===== config.mk =====
export PLATFORM = sky130hd
export DESIGN_NAME = writeback_queue_flat
export DESIGN_NICKNAME = d
export VERILOG_FILES = /design/src/rtl/writeback_queue_if.sv /design/src/rtl/writeback_queue.sv /design/src/flat_wrapper.sv
export SDC_FILE = /design/constraint.sdc
export NUM_CORES = 1
export LEC_CHECK = 0
export CAP_MARGIN = 20
export CORE_MARGIN = 2
export CORE_UTILIZATION = 50
export DETAILED_ROUTE_END_ITERATION = 8
export DONT_BUFFER_PORTS = 1
export GPL_TIMING_DRIVEN = 0
export PLACE_DENSITY_LB_ADDON = 0.2
export RECOVER_POWER = 100
export REMOVE_ABC_BUFFERS = 1
export SETUP_SLACK_MARGIN = 0.3
export SLEW_MARGIN = 40
export SYNTH_ARGS = -nofsm -noshare
export SYNTH_HDL_FRONTEND = slang
export SYNTH_SLANG_ARGS = --single-unit

===== constraint.sdc =====
create_clock -name clock -period 13.03 [get_ports clock]
set_clock_uncertainty 0.2 [all_clocks]
set_input_delay 1.303 -clock clock [delete_from_list [all_inputs] [get_ports clock]]
set_output_delay 1.303 -clock clock [all_outputs]
set_load 0.01 [all_outputs]

===== src/rtl/writeback_queue_if.sv =====
// Bus bundle for writeback_queue: upstream retire port, register-file write port,
// bypass query/result and occupancy.
interface writeback_queue_if;
    logic        in_valid;
    logic        in_ready;
    logic [31:0] in_pc;
    logic        in_we;
    logic [4:0]  in_rd;
    logic [31:0] in_data;
    logic        in_link;
    logic [4:0]  in_link_rd;
    logic [31:0] in_pc_add4;
    logic        wb_we;
    logic [4:0]  wb_reg;
    logic [31:0] wb_data;
    logic [31:0] wb_pc;
    logic [4:0]  fwd_rs1;
    logic [4:0]  fwd_rs2;
    logic        fwd_hit1;
    logic        fwd_hit2;
    logic [31:0] fwd_data1;
    logic [31:0] fwd_data2;
    logic [2:0]  pending;

    modport master (
        output in_valid, in_pc, in_we, in_rd, in_data, in_link, in_link_rd, in_pc_add4,
        output fwd_rs1, fwd_rs2,
        input  in_ready, wb_we, wb_reg, wb_data, wb_pc,
        input  fwd_hit1, fwd_hit2, fwd_data1, fwd_data2, pending
    );

    modport slave (
        input  in_valid, in_pc, in_we, in_rd, in_data, in_link, in_link_rd, in_pc_add4,
        input  fwd_rs1, fwd_rs2,
        output in_ready, wb_we, wb_reg, wb_data, wb_pc,
        output fwd_hit1, fwd_hit2, fwd_data1, fwd_data2, pending
    );
endinterface


===== src/rtl/writeback_queue.sv =====
// 4-entry writeback queue: splits a retiring instruction into data/link register writes
// and retires one per cycle. Define WB_QUEUE_FWD_EN to build the bypass lookup.
module writeback_queue (
    input logic                clock,
    input logic                reset,
    writeback_queue_if.slave   bus
);

    typedef struct packed {
        logic [4:0]  rd;
        logic [31:0] data;
        logic [31:0] pc;
    } entry_t;

    entry_t      mem_q   [4];
    entry_t      mem_d   [4];
    logic [1:0]  wr_ptr_q, wr_ptr_d;
    logic [1:0]  rd_ptr_q, rd_ptr_d;
    logic [2:0]  count_q, count_d;
    logic        wb_we_q, wb_we_d;
    entry_t      wb_q, wb_d;

    logic        in_ready;
    logic        accept;
    logic        data_op;
    logic        link_op;
    logic        pop;

    // Readiness from the registered count only: room for a worst-case two-op instruction.
    assign in_ready = (count_q <= 3'd2);

    always_comb begin
        accept   = bus.in_valid && in_ready;
        data_op  = accept && bus.in_we && (bus.in_rd != 5'd0);
        link_op  = accept && bus.in_link && (bus.in_link_rd != 5'd0);
        pop      = (count_q != 3'd0);

        mem_d = mem_q;
        if (data_op) begin
            mem_d[wr_ptr_q] = '{rd: bus.in_rd, data: bus.in_data, pc: bus.in_pc};
        end
        if (link_op) begin
            mem_d[wr_ptr_q + 2'(data_op)] =
                '{rd: bus.in_link_rd, data: bus.in_pc_add4, pc: bus.in_pc};
        end

        wr_ptr_d = wr_ptr_q + 2'(data_op) + 2'(link_op);
        rd_ptr_d = rd_ptr_q + 2'(pop);
        count_d  = count_q + 3'(data_op) + 3'(link_op) - 3'(pop);

        wb_we_d = pop;
        wb_d    = pop ? mem_q[rd_ptr_q] : wb_q;
    end

    always_ff @(posedge clock or posedge reset) begin
        if (reset) begin
            for (int i = 0; i < 4; i++) begin
                mem_q[i] <= '0;
            end
            wr_ptr_q <= '0;
            rd_ptr_q <= '0;
            count_q  <= '0;
            wb_we_q  <= 1'b0;
            wb_q     <= '0;
        end else begin
            for (int i = 0; i < 4; i++) begin
                mem_q[i] <= mem_d[i];
            end
            wr_ptr_q <= wr_ptr_d;
            rd_ptr_q <= rd_ptr_d;
            count_q  <= count_d;
            wb_we_q  <= wb_we_d;
            wb_q     <= wb_d;
        end
    end

    assign bus.in_ready = in_ready;
    assign bus.wb_we    = wb_we_q;
    assign bus.wb_reg   = wb_q.rd;
    assign bus.wb_data  = wb_q.data;
    assign bus.wb_pc    = wb_q.pc;
    assign bus.pending  = count_q + 3'(wb_we_q);

`ifdef WB_QUEUE_FWD_EN
    // Returns {hit, data}; scans oldest to youngest so the youngest match wins.
    function automatic logic [32:0] lookup(input logic [4:0] rs);
        logic [32:0] res;
        logic [1:0]  idx;
        res = '0;
        if (rs != 5'd0) begin
            if (wb_we_q && (wb_q.rd == rs)) begin
                res = {1'b1, wb_q.data};
            end
            for (int k = 0; k < 4; k++) begin
                idx = rd_ptr_q + 2'(k);
                if ((3'(k) < count_q) && (mem_q[idx].rd == rs)) begin
                    res = {1'b1, mem_q[idx].data};
                end
            end
        end
        return res;
    endfunction

    logic [32:0] fwd1, fwd2;

    always_comb begin
        fwd1 = lookup(bus.fwd_rs1);
        fwd2 = lookup(bus.fwd_rs2);
    end

    assign bus.fwd_hit1  = fwd1[32];
    assign bus.fwd_data1 = fwd1[31:0];
    assign bus.fwd_hit2  = fwd2[32];
    assign bus.fwd_data2 = fwd2[31:0];
`else
    logic unused_fwd;
    assign unused_fwd    = ^{bus.fwd_rs1, bus.fwd_rs2};
    assign bus.fwd_hit1  = 1'b0;
    assign bus.fwd_data1 = '0;
    assign bus.fwd_hit2  = 1'b0;
    assign bus.fwd_data2 = '0;
`endif

endmodule


===== src/flat_wrapper.sv =====
// flat-port wrapper written by rule: the top's interface ports become plain ports
module writeback_queue_flat 
  (clock, reset, bus_in_valid, bus_in_pc, bus_in_we, bus_in_rd, bus_in_data, bus_in_link, bus_in_link_rd, bus_in_pc_add4, bus_fwd_rs1, bus_fwd_rs2, bus_in_ready, bus_wb_we, bus_wb_reg, bus_wb_data, bus_wb_pc, bus_fwd_hit1, bus_fwd_hit2, bus_fwd_data1, bus_fwd_data2, bus_pending);
  writeback_queue_if bus_i ();
  input logic clock;
  input logic reset;
  input wire logic [$bits(bus_i.in_valid)-1:0] bus_in_valid;
  input wire logic [$bits(bus_i.in_pc)-1:0] bus_in_pc;
  input wire logic [$bits(bus_i.in_we)-1:0] bus_in_we;
  input wire logic [$bits(bus_i.in_rd)-1:0] bus_in_rd;
  input wire logic [$bits(bus_i.in_data)-1:0] bus_in_data;
  input wire logic [$bits(bus_i.in_link)-1:0] bus_in_link;
  input wire logic [$bits(bus_i.in_link_rd)-1:0] bus_in_link_rd;
  input wire logic [$bits(bus_i.in_pc_add4)-1:0] bus_in_pc_add4;
  input wire logic [$bits(bus_i.fwd_rs1)-1:0] bus_fwd_rs1;
  input wire logic [$bits(bus_i.fwd_rs2)-1:0] bus_fwd_rs2;
  output wire logic [$bits(bus_i.in_ready)-1:0] bus_in_ready;
  output wire logic [$bits(bus_i.wb_we)-1:0] bus_wb_we;
  output wire logic [$bits(bus_i.wb_reg)-1:0] bus_wb_reg;
  output wire logic [$bits(bus_i.wb_data)-1:0] bus_wb_data;
  output wire logic [$bits(bus_i.wb_pc)-1:0] bus_wb_pc;
  output wire logic [$bits(bus_i.fwd_hit1)-1:0] bus_fwd_hit1;
  output wire logic [$bits(bus_i.fwd_hit2)-1:0] bus_fwd_hit2;
  output wire logic [$bits(bus_i.fwd_data1)-1:0] bus_fwd_data1;
  output wire logic [$bits(bus_i.fwd_data2)-1:0] bus_fwd_data2;
  output wire logic [$bits(bus_i.pending)-1:0] bus_pending;
  assign bus_i.in_valid = bus_in_valid;
  assign bus_i.in_pc = bus_in_pc;
  assign bus_i.in_we = bus_in_we;
  assign bus_i.in_rd = bus_in_rd;
  assign bus_i.in_data = bus_in_data;
  assign bus_i.in_link = bus_in_link;
  assign bus_i.in_link_rd = bus_in_link_rd;
  assign bus_i.in_pc_add4 = bus_in_pc_add4;
  assign bus_i.fwd_rs1 = bus_fwd_rs1;
  assign bus_i.fwd_rs2 = bus_fwd_rs2;
  assign bus_in_ready = bus_i.in_ready;
  assign bus_wb_we = bus_i.wb_we;
  assign bus_wb_reg = bus_i.wb_reg;
  assign bus_wb_data = bus_i.wb_data;
  assign bus_wb_pc = bus_i.wb_pc;
  assign bus_fwd_hit1 = bus_i.fwd_hit1;
  assign bus_fwd_hit2 = bus_i.fwd_hit2;
  assign bus_fwd_data1 = bus_i.fwd_data1;
  assign bus_fwd_data2 = bus_i.fwd_data2;
  assign bus_pending = bus_i.pending;
  writeback_queue u_core (.clock(clock), .reset(reset), .bus(bus_i));
endmodule

==> results of run 1 <==
## logic make-up after synthesis
group | after synthesis | share of synthesized area
buffers and inverters | 180 | 0.0640
flip-flops | 353 | 0.522
adder cells (fa/ha/maj) | 9 | 0.00754
AO/OA/AOI/OAI | 152 | 0.0566
multiplexers | 266 | 0.236
other | 1 | 0.000222
AND/OR/NAND/NOR | 473 | 0.110
XOR/XNOR | 6 | 0.00311
## synthesized netlist by cell type (all sizes together)
cell,n
dfrtp,353
nand2,291
mux2,197
nor2,150
a31oi,148
buf,135
mux4,69
clkbuf,36
inv,9
nand4,8
ha,7
and2,5
nand3,5
and3,4
or4,4
xnor2,3
xor2,3
fa,2
nor2b,2
o21a,2
o21ai,2
or3,2
conb,1
nor3b,1
or2,1
## routing by layer
metal | routed length [um] | track usage
met3 | 3330 | 0.0612
met1 | 16400 | 0.313
met2 | 19700 | 0.381
met4 | 691 | 0.0584
met5 | 0 | 0
## where the power goes
group	total (mW)	internal [mW]	leakage [nW]	switching (mW)
Clock	1.07	0.642	0.609	0.425
Sequential	2.05	1.67	4.28	0.382
Combinational	1.58	0.915	3.08	0.667
Total	4.70	3.22	7.97	1.47
## final cells by class
type	count	area [um^2]
multi-input cells	972	7100
clock buffers	63	1190
clock inverters	6	57.6
flip-flops and latches	353	8840
fillers	2835	15400
inverters	9	35.0
well taps	448	561
repair buffers	23	297
## critical path: stages
cell	delay (ps)
clkinvlp_2	780
clkbuf_1	2390
buf_16	370
clkbuf_1	1780
## final timing paths
check | from | end | slack, ps
min in group asynchronous | reset | u_core.bus.wb_data[8]$_DFFE_PP0N_ | 770
worst max register to register | u_core.count_q[1]$_DFF_PP0_ | u_core.mem_q[11]$_DFF_PP0_ | 7030
worst min-delay path | u_core.mem_q[75]$_DFF_PP0_ | u_core.mem_q[75]$_DFF_PP0_ | 290
worst min register to register | u_core.mem_q[75]$_DFF_PP0_ | u_core.mem_q[75]$_DFF_PP0_ | 290
worst max-delay path | reset | u_core.bus.wb_pc[5]$_DFFE_PP0N_ | 6230
max in group clock | bus_in_rd[3] | u_core.mem_q[11]$_DFF_PP0_ | 6730
## through the flow
stage,util,worst slack [ps],cells
after floorplan,-,1740,1334
after global placement,0.499,-2320,1782
after detailed placement,0.516,7930,1803
after CTS,0.553,8440,1872
after global routing,0.540,5050,1874
final,0.540,6230,1874
==> impl_metrics.tcl, run 1 <==
set metrics [dict create \
    areaGrowthSynthToFinish_pct 6.80 \
    tritoncts "built" \
    die-height_um 188 \
    critPathMaxFanout 79 \
    violations "max-capacitance violations, max-slew violations" \
    worstMarginPinSlew_ps 3730 \
    start_util 0.506 \
    dr.pass1.iters 7 \
    overflow 0 \
    vias 10800 \
    maxSlewViolCount 459 \
    regMostFlops "u_core.mem_q" \
    layout_commonest_cell "dfrtp_1" \
    layout.nets 1529 \
    io_pins 261 \
    leakage_nw 7.97 \
    htreeDepth 2 \
    ant_nets 0 \
    clkTransAtPathRegs_ps 60 \
    yosysUniqueCellTypes 32 \
    powerDensity_nw_per_um2 260 \
    grt_pass1_wl_mm 65.1 \
    via_per_inst 5.78 \
    cts_hold_buf 0 \
    r2r_cells 11 \
    synth_top_area_cell "dfrtp_1" \
    antenna_cells 0 \
    grt_max_degree 80 \
    ys_ff_latch 353 \
    clock_path_buffers 3 \
    cts_buffers 40 \
    slew_headroom -1.49 \
    core.rowCount 67 \
    tns_ps 0 \
    fin_hold_ws_ps 286 \
    wl_per_cell_um 21.4 \
    synth_area_per_cell_um2 11.8 \
    grt_pass1_vias 11400 \
    ir_worst_vdd_mv 0.147 \
    synthTopCellsByArea "dfrtp_1, mux4_2, mux2_2" \
    layout-drive-gt1-share 0.202 \
    clock_sinks 353 \
    gp_congestion 0.756 \
    rsz0062_at_grt "no" \
    mostFrequentLayoutCells "dfrtp_1, nand2_1, nor2_1" \
    cts_root_buf "clkbuf_16" \
    crit_type "in -> async" \
    status "finished, violations left" \
    period_minus_slack_ps 6800 \
    cts_resized 0 \
    floorplan.die_area_um2 35300 \
    hold_viol 0 \
    post_cts_buffers 0 \
    hold_class "reg -> reg" \
    antenna_found_initial 1 \
    finalPower_mw 4.70 \
    fin_area_um2 18100 \
    port_buffers 0 \
    ys_warn_count 0 \
    synth_seq_area_share 0.522 \
    dpl.hpwl_mm 24.3 \
    setup_viol 0 \
    drt_iter0_drc 814 \
    track_usage 0.234 \
    endpoint_kind "asynchronous set/reset pin" \
    insertion_delay_ps 520 \
    required_ps 12930 \
    dieWidth_um 188 \
    crit_arrival_ps 6700 \
    synth_top_area_share 0.522 \
    largest_reg_flops 276 \
    syn_inst 1440 \
    clock.fmax_mhz 147 \
    postPlaceCellArea_um2 17300 \
    timing.final.crit_share 0.522 \
    core_region_area_um2 33400 \
    critPathLaunchType "input port" \
    holdPathStages 1 \
    netlist_area_um2 16900 \
    cap_violations 11 \
    drt-total-wl_mm 40.1 \
    drc 0 \
]
No activity file was read; power rests on OpenSTA's default activity.
==> inputs of run 2 (changes only) <==
- clock period: 13.03 -> 6.5 ns (I/O delays scaled with it)
==> run 2 against run 1 <==
Effect of this change: the run still ends with max-capacitance violations, max-slew violations left; sequential cell count stayed put; setup slack worse by 4600 ps; critical path depth is 7 higher; via count is 0.24% higher; hold slack worse by 220 ps; largest power group unchanged.
==> impl_metrics.tcl, run 2 (synthesis results as in run 1) <==
set metrics [dict create \
    status "finished, violations left" \
    violations "max-capacitance violations, max-slew violations" \
    grt_pass1_wl_mm 65.1 \
    vias 10900 \
    insertion_delay_ps 520 \
    dr.pass1.iters 5 \
    grt_pass1_vias 11400 \
    tns_ps 0 \
    core_region_area_um2 33400 \
    overflow 0 \
    drt-total-wl_mm 40.1 \
    required_ps 6690 \
    holdPathEnd "u_core.mem_q[73]$_DFF_PP0_" \
    ant_nets 0 \
    cts_buffers 40 \
    cts_resized 0 \
    hold_class "in -> reg" \
    core.rowCount 67 \
    track_usage 0.234 \
    period_minus_slack_ps 4860 \
    cp_cell_sequence "inv_1, ha_1, o21a_1, nand2_1, inv_1, ha_1, xnor2_1, or4_1, and2_0, buf_12, mux2_1" \
    clkTransAtPathRegs_ps 60 \
    layout.nets 1530 \
    start_util 0.506 \
    ir_worst_vdd_mv 0.295 \
    antenna_cells 0 \
    crit_arrival_ps 5050 \
    regMostFlops "u_core.mem_q" \
    holdPathStages 1 \
    htreeDepth 2 \
    clock.fmax_mhz 206 \
    powerDensity_nw_per_um2 518 \
    setup_viol 0 \
    areaGrowthSynthToFinish_pct 7.64 \
    share_seq_of_total_power 0.435 \
    dieWidth_um 188 \
    layout-drive-gt1-share 0.210 \
    port_buffers 0 \
    leakage_nw 8.05 \
    clock_path_buffers 3 \
    mostFrequentLayoutCells "dfrtp_1, nand2_1, nor2_1" \
    dpl.hpwl_mm 24.3 \
    power_frac_clock 0.227 \
    io_pins 261 \
    maxSlewViolCount 218 \
    rsz0062_at_grt "no" \
    r2r_cells 11 \
    slew_headroom -0.346 \
    tritoncts "built" \
    grt_max_degree 80 \
    cp_slowest_stage_delay_ps 940 \
    critical_path.top_delay_family "simple AND/OR/NAND/NOR gates" \
    rr_endpoint "u_core.mem_q[81]$_DFF_PP0_" \
    power.switching_mw 2.96 \
    pwr-share-comb 0.338 \
    largest_reg_flops 276 \
    cap_violations 4 \
    antenna_found_initial 1 \
    die-height_um 188 \
    clock_sinks 353 \
    crit_type "reg -> reg" \
    gp_congestion 0.756 \
    worstMarginPinSlew_ps 2020 \
    drt_iter0_drc 847 \
    hold_viol 0 \
    worstPathBufferInverterCount 3 \
    r2r_slack_ps 1640 \
    drc 0 \
    critPathLaunchType "register" \
    endpoint_kind "register" \
    via_per_inst 5.79 \
    r2r-start "u_core.count_q[1]$_DFF_PP0_" \
    p_sw_frac 0.314 \
    fin_hold_ws_ps 70.4 \
    p_int_mw 6.47 \
    cts_root_buf "clkbuf_16" \
    crit_start "u_core.count_q[1]$_DFF_PP0_" \
    wl_per_cell_um 21.4 \
    critPathMaxFanout 24 \
    slowest_stage "and2_0" \
    min_from "bus_in_pc[4]" \
    floorplan.die_area_um2 35300 \
    timing.final.crit_share 0.748 \
    layout_commonest_cell "dfrtp_1" \
]
## run 2: per-layer routing
layer,vias to the layer above,GRT usage,part of all wire
met5,-,0,0
met4,0,0.0584,0.020
met3,61,0.0612,0.084
met2,432,0.382,0.49
met1,5523,0.313,0.41
li1,4836,-,-
## run 2: worst register-to-register path, stage by stage (launching register included)
cell and delay [ps]:
dfrtp_1 390, inv_1 120, ha_1 230, o21a_1 680, nand2_1 180, inv_1 100
ha_1 200, xnor2_1 200, or4_1 820, and2_0 960, buf_12 290, mux2_1 370
## run 2: worst max path at each step
stage | end | slack, ps | depth (start not counted)
after floorplan | u_core.bus.wb_data[0]$_DFFE_PP0N_ | -4140 | 1
after global placement | u_core.bus.wb_pc[2]$_DFFE_PP0N_ | -8190 | 1
after detailed placement | u_core.mem_q[82]$_DFF_PP0_ | 2050 | 10
after CTS | u_core.mem_q[232]$_DFF_PP0_ | 2110 | 11
after global routing | u_core.mem_q[81]$_DFF_PP0_ | 1320 | 11
final | u_core.mem_q[81]$_DFF_PP0_ | 1640 | 11
## run 2: repair_timing
item / 4_1_cts / 5_1_grt
hold endpoints to repair: 29 / 0
setup buffers: 0 / 0
hold buffers: 1 / 0
## run 2: area by class of cell
| class | count | area, um^2 |
|---|---|---|
| Multi-Input combinational cell | 972 | 7100 |
| Tap cell | 448 | 561 |
| Clock inverter | 6 | 57.6 |
| Clock buffer | 63 | 1190 |
| Fill cell | 2817 | 15200 |
| Sequential cell | 353 | 8840 |
| Timing Repair Buffer | 24 | 430 |
| Inverter | 9 | 35.0 |
## run 2: through the flow
step | instance area (um^2) | util | power [mW] | std cells | setup slack [ps]
4_1_cts | 18500 | 0.553 | 9.74 | 1873 | 2110
6_report | 18200 | 0.545 | 9.43 | 1875 | 1640
2_1_floorplan | 16100 | - | 6.71 | 1334 | -4140
3_3_place_gp | 16700 | 0.499 | 7.47 | 1782 | -8190
3_5_place_dp | 17300 | 0.516 | 7.56 | 1803 | 2050
5_1_grt | 18200 | 0.545 | 10.1 | 1875 | 1320
## run 2: power groups by stage
stage               registers [mW]  clock network [mW]  logic [mW]
floorplan                     4.02                   0        2.69
global placement              4.31                   0        3.16
detailed placement            4.14                   0        3.41
CTS                           4.11                2.20        3.43
global route                  4.25                2.30        3.52
finish                        4.10                2.14        3.18
==> inputs of run 3 (changes only) <==
- clock period: 6.5 -> 4.73 ns (I/O delays scaled with it)
==> run 3 against run 2 <==
Effect of this change: highest routed layer unchanged; sequential power rose by 38%; the flow still finishes with violations (max-capacitance violations, max-slew violations); routed wire length up 4.6%; fmax increased by 14%; via count increased by 6.0%; die area is the same; global-route usage grew 1.1 points; clock power rose by 37%; setup slack worse by 1200 ps; sequential share of layout area shrank 3.6 points.
==> impl_metrics.tcl, run 3 (synthesis results as in run 1) <==
set metrics [dict create \
    violations "max-capacitance violations, max-slew violations" \
    critical_path.top_delay_family "simple AND/OR/NAND/NOR gates" \
    cap_violations 3 \
    fillers 2679 \
    die-height_um 188 \
    overflow 0 \
    layout.nets 1676 \
    largest_reg_flops 276 \
    gp_congestion 0.756 \
    worstPathBufferInverterCount 3 \
    cp_cell_sequence "inv_1, ha_1, o21a_1, nand2_1, inv_1, ha_1, xor2_1, or4_4, and2_4, buf_2, mux2_1" \
    min_from "bus_in_link" \
    grtUsageMet3 0.0530 \
    rsz0062_at_grt "no" \
    use_met2 0.405 \
    port_buffers 0 \
    worstMarginPinSlew_ps 1890 \
    grtUsageMet1 0.329 \
    cts_resized 0 \
    hold_viol 0 \
    grt_pass1_vias 12300 \
    core.rowCount 67 \
    holdPathEnd "u_core.wr_ptr_q[0]$_DFF_PP0_" \
    slew_headroom -0.263 \
    dieWidth_um 188 \
    r2r_slack_ps 480 \
    layout_commonest_cell "dfrtp_1" \
    clkTransAtPathRegs_ps 60 \
    powerDensity_nw_per_um2 680 \
    crit_arrival_ps 4440 \
    tritoncts "built" \
    cp_slowest_stage_delay_ps 670 \
    status "finished, violations left" \
    grt_max_degree 80 \
    cts_buffers 40 \
    maxSlewViolCount 158 \
    slowest_stage "o21a_1" \
    post_cts_buffers 0 \
    leakage_nw 8.67 \
    holdPathStages 3 \
    rr_endpoint "u_core.mem_q[227]$_DFF_PP0_" \
    drc 0 \
    required_ps 4920 \
    top_usage_layer "met2" \
    antenna_found_initial 4 \
    ir_worst_vdd_mv 0.543 \
    grt_pass1_wl_mm 68.6 \
    critPathLaunchType "register" \
    period_minus_slack_ps 4250 \
    clock_sinks 353 \
    cts_hold_buf 147 \
    io_pins 261 \
    floorplan.die_area_um2 35300 \
    finalPower_mw 13.4 \
    htreeDepth 2 \
    clock.fmax_mhz 235 \
    wl_per_cell_um 20.7 \
    dr.pass1.iters 6 \
    layout-drive-gt1-share 0.195 \
    r2r-start "u_core.count_q[1]$_DFF_PP0_" \
    vias 11500 \
    track_usage 0.245 \
    critPathMaxFanout 32 \
    setup_viol 0 \
    timing.final.crit_share 0.899 \
    r2r_cells 11 \
    hold_class "in -> reg" \
    dpl.hpwl_mm 24.3 \
    clock_path_buffers 3 \
    crit_type "reg -> reg" \
    ant_nets 0 \
    regMostFlops "u_core.mem_q" \
    endpoint_kind "register" \
    cts_root_buf "clkbuf_16" \
    start_util 0.506 \
    via_per_inst 5.68 \
    drt-total-wl_mm 41.9 \
    core_region_area_um2 33400 \
    drt_iter0_drc 785 \
    tns_ps 0 \
    insertion_delay_ps 510 \
    areaGrowthSynthToFinish_pct 16.2 \
    mostFrequentLayoutCells "dfrtp_1, nand2_1, nor2_1" \
]
[run 3: changes by cell type in the layout (fill, tap and decap cells not counted), sizes merged]
cell | previous run | this run
clkbuf | 67 | 68
dlygate4sd3 | 1 | 147
buf | 19 | 18
diode | 0 | 3
[run 3: worst max-delay path by stage]
stage | from | end | slack, ps | cells past startpoint
4_1_cts | u_core.count_q[1]$_DFF_PP0_ | u_core.mem_q[232]$_DFF_PP0_ | 340 | 11
3_5_place_dp | u_core.count_q[1]$_DFF_PP0_ | u_core.mem_q[227]$_DFF_PP0_ | 380 | 11
3_3_place_gp | reset | u_core.bus.wb_pc[2]$_DFFE_PP0N_ | -9790 | 1
5_1_grt | u_core.count_q[1]$_DFF_PP0_ | u_core.mem_q[220]$_DFF_PP0_ | 240 | 11
2_1_floorplan | reset | u_core.bus.wb_data[0]$_DFFE_PP0N_ | -5730 | 1
6_report | u_core.count_q[1]$_DFF_PP0_ | u_core.mem_q[227]$_DFF_PP0_ | 480 | 11
[run 3: final cells by class]
cell class | instances | area [um^2] | area share
flip-flops and latches | 353 | 8840 | 0.449
multi-input cells | 972 | 7130 | 0.362
repair buffers | 170 | 1860 | 0.0944
clock buffers | 63 | 1190 | 0.0604
well taps | 448 | 561 | 0.0285
clock inverters | 6 | 57.6 | 0.00293
inverters | 9 | 35.0 | 0.00178
diodes | 3 | 7.51 | 0.000382
[run 3: power by group]
part / internal, mW / switching (mW) / total, mW
sequential: 4.59 / 1.06 / 5.64
combinational: 2.84 / 1.96 / 4.80
clock: 1.77 / 1.18 / 2.94
total: 9.19 / 4.19 / 13.4
[run 3: layer usage]
layer  wire [um]  vias to the layer above
met1       17300                     5828
met2       20700                      480
met4         764                        0
met5           0                        -
met3        3140                       68
li1            -                     5127
[run 3: per-stage QoR]
stage | hold WS (ps) | util | worst slack (ps) | instances | area (um^2)
finish | 151 | 0.588 | 478 | 2024 | 19700
global route | 180 | 0.588 | 243 | 2024 | 19700
CTS | 129 | 0.597 | 341 | 2019 | 20000
detailed placement | 103 | 0.516 | 382 | 1803 | 17300
global placement | 276 | 0.499 | -9790 | 1782 | 16700
floorplan | 259 | - | -5730 | 1334 | 16100
[run 3: worst register-to-register path, stage by stage, from the launching register on]
cell and delay (ps):
dfrtp_1 390, inv_1 120, ha_1 220, o21a_1 670
nand2_1 190, inv_1 100, ha_1 200, xor2_1 260
or4_4 440, and2_4 390, buf_2 530, mux2_1 390
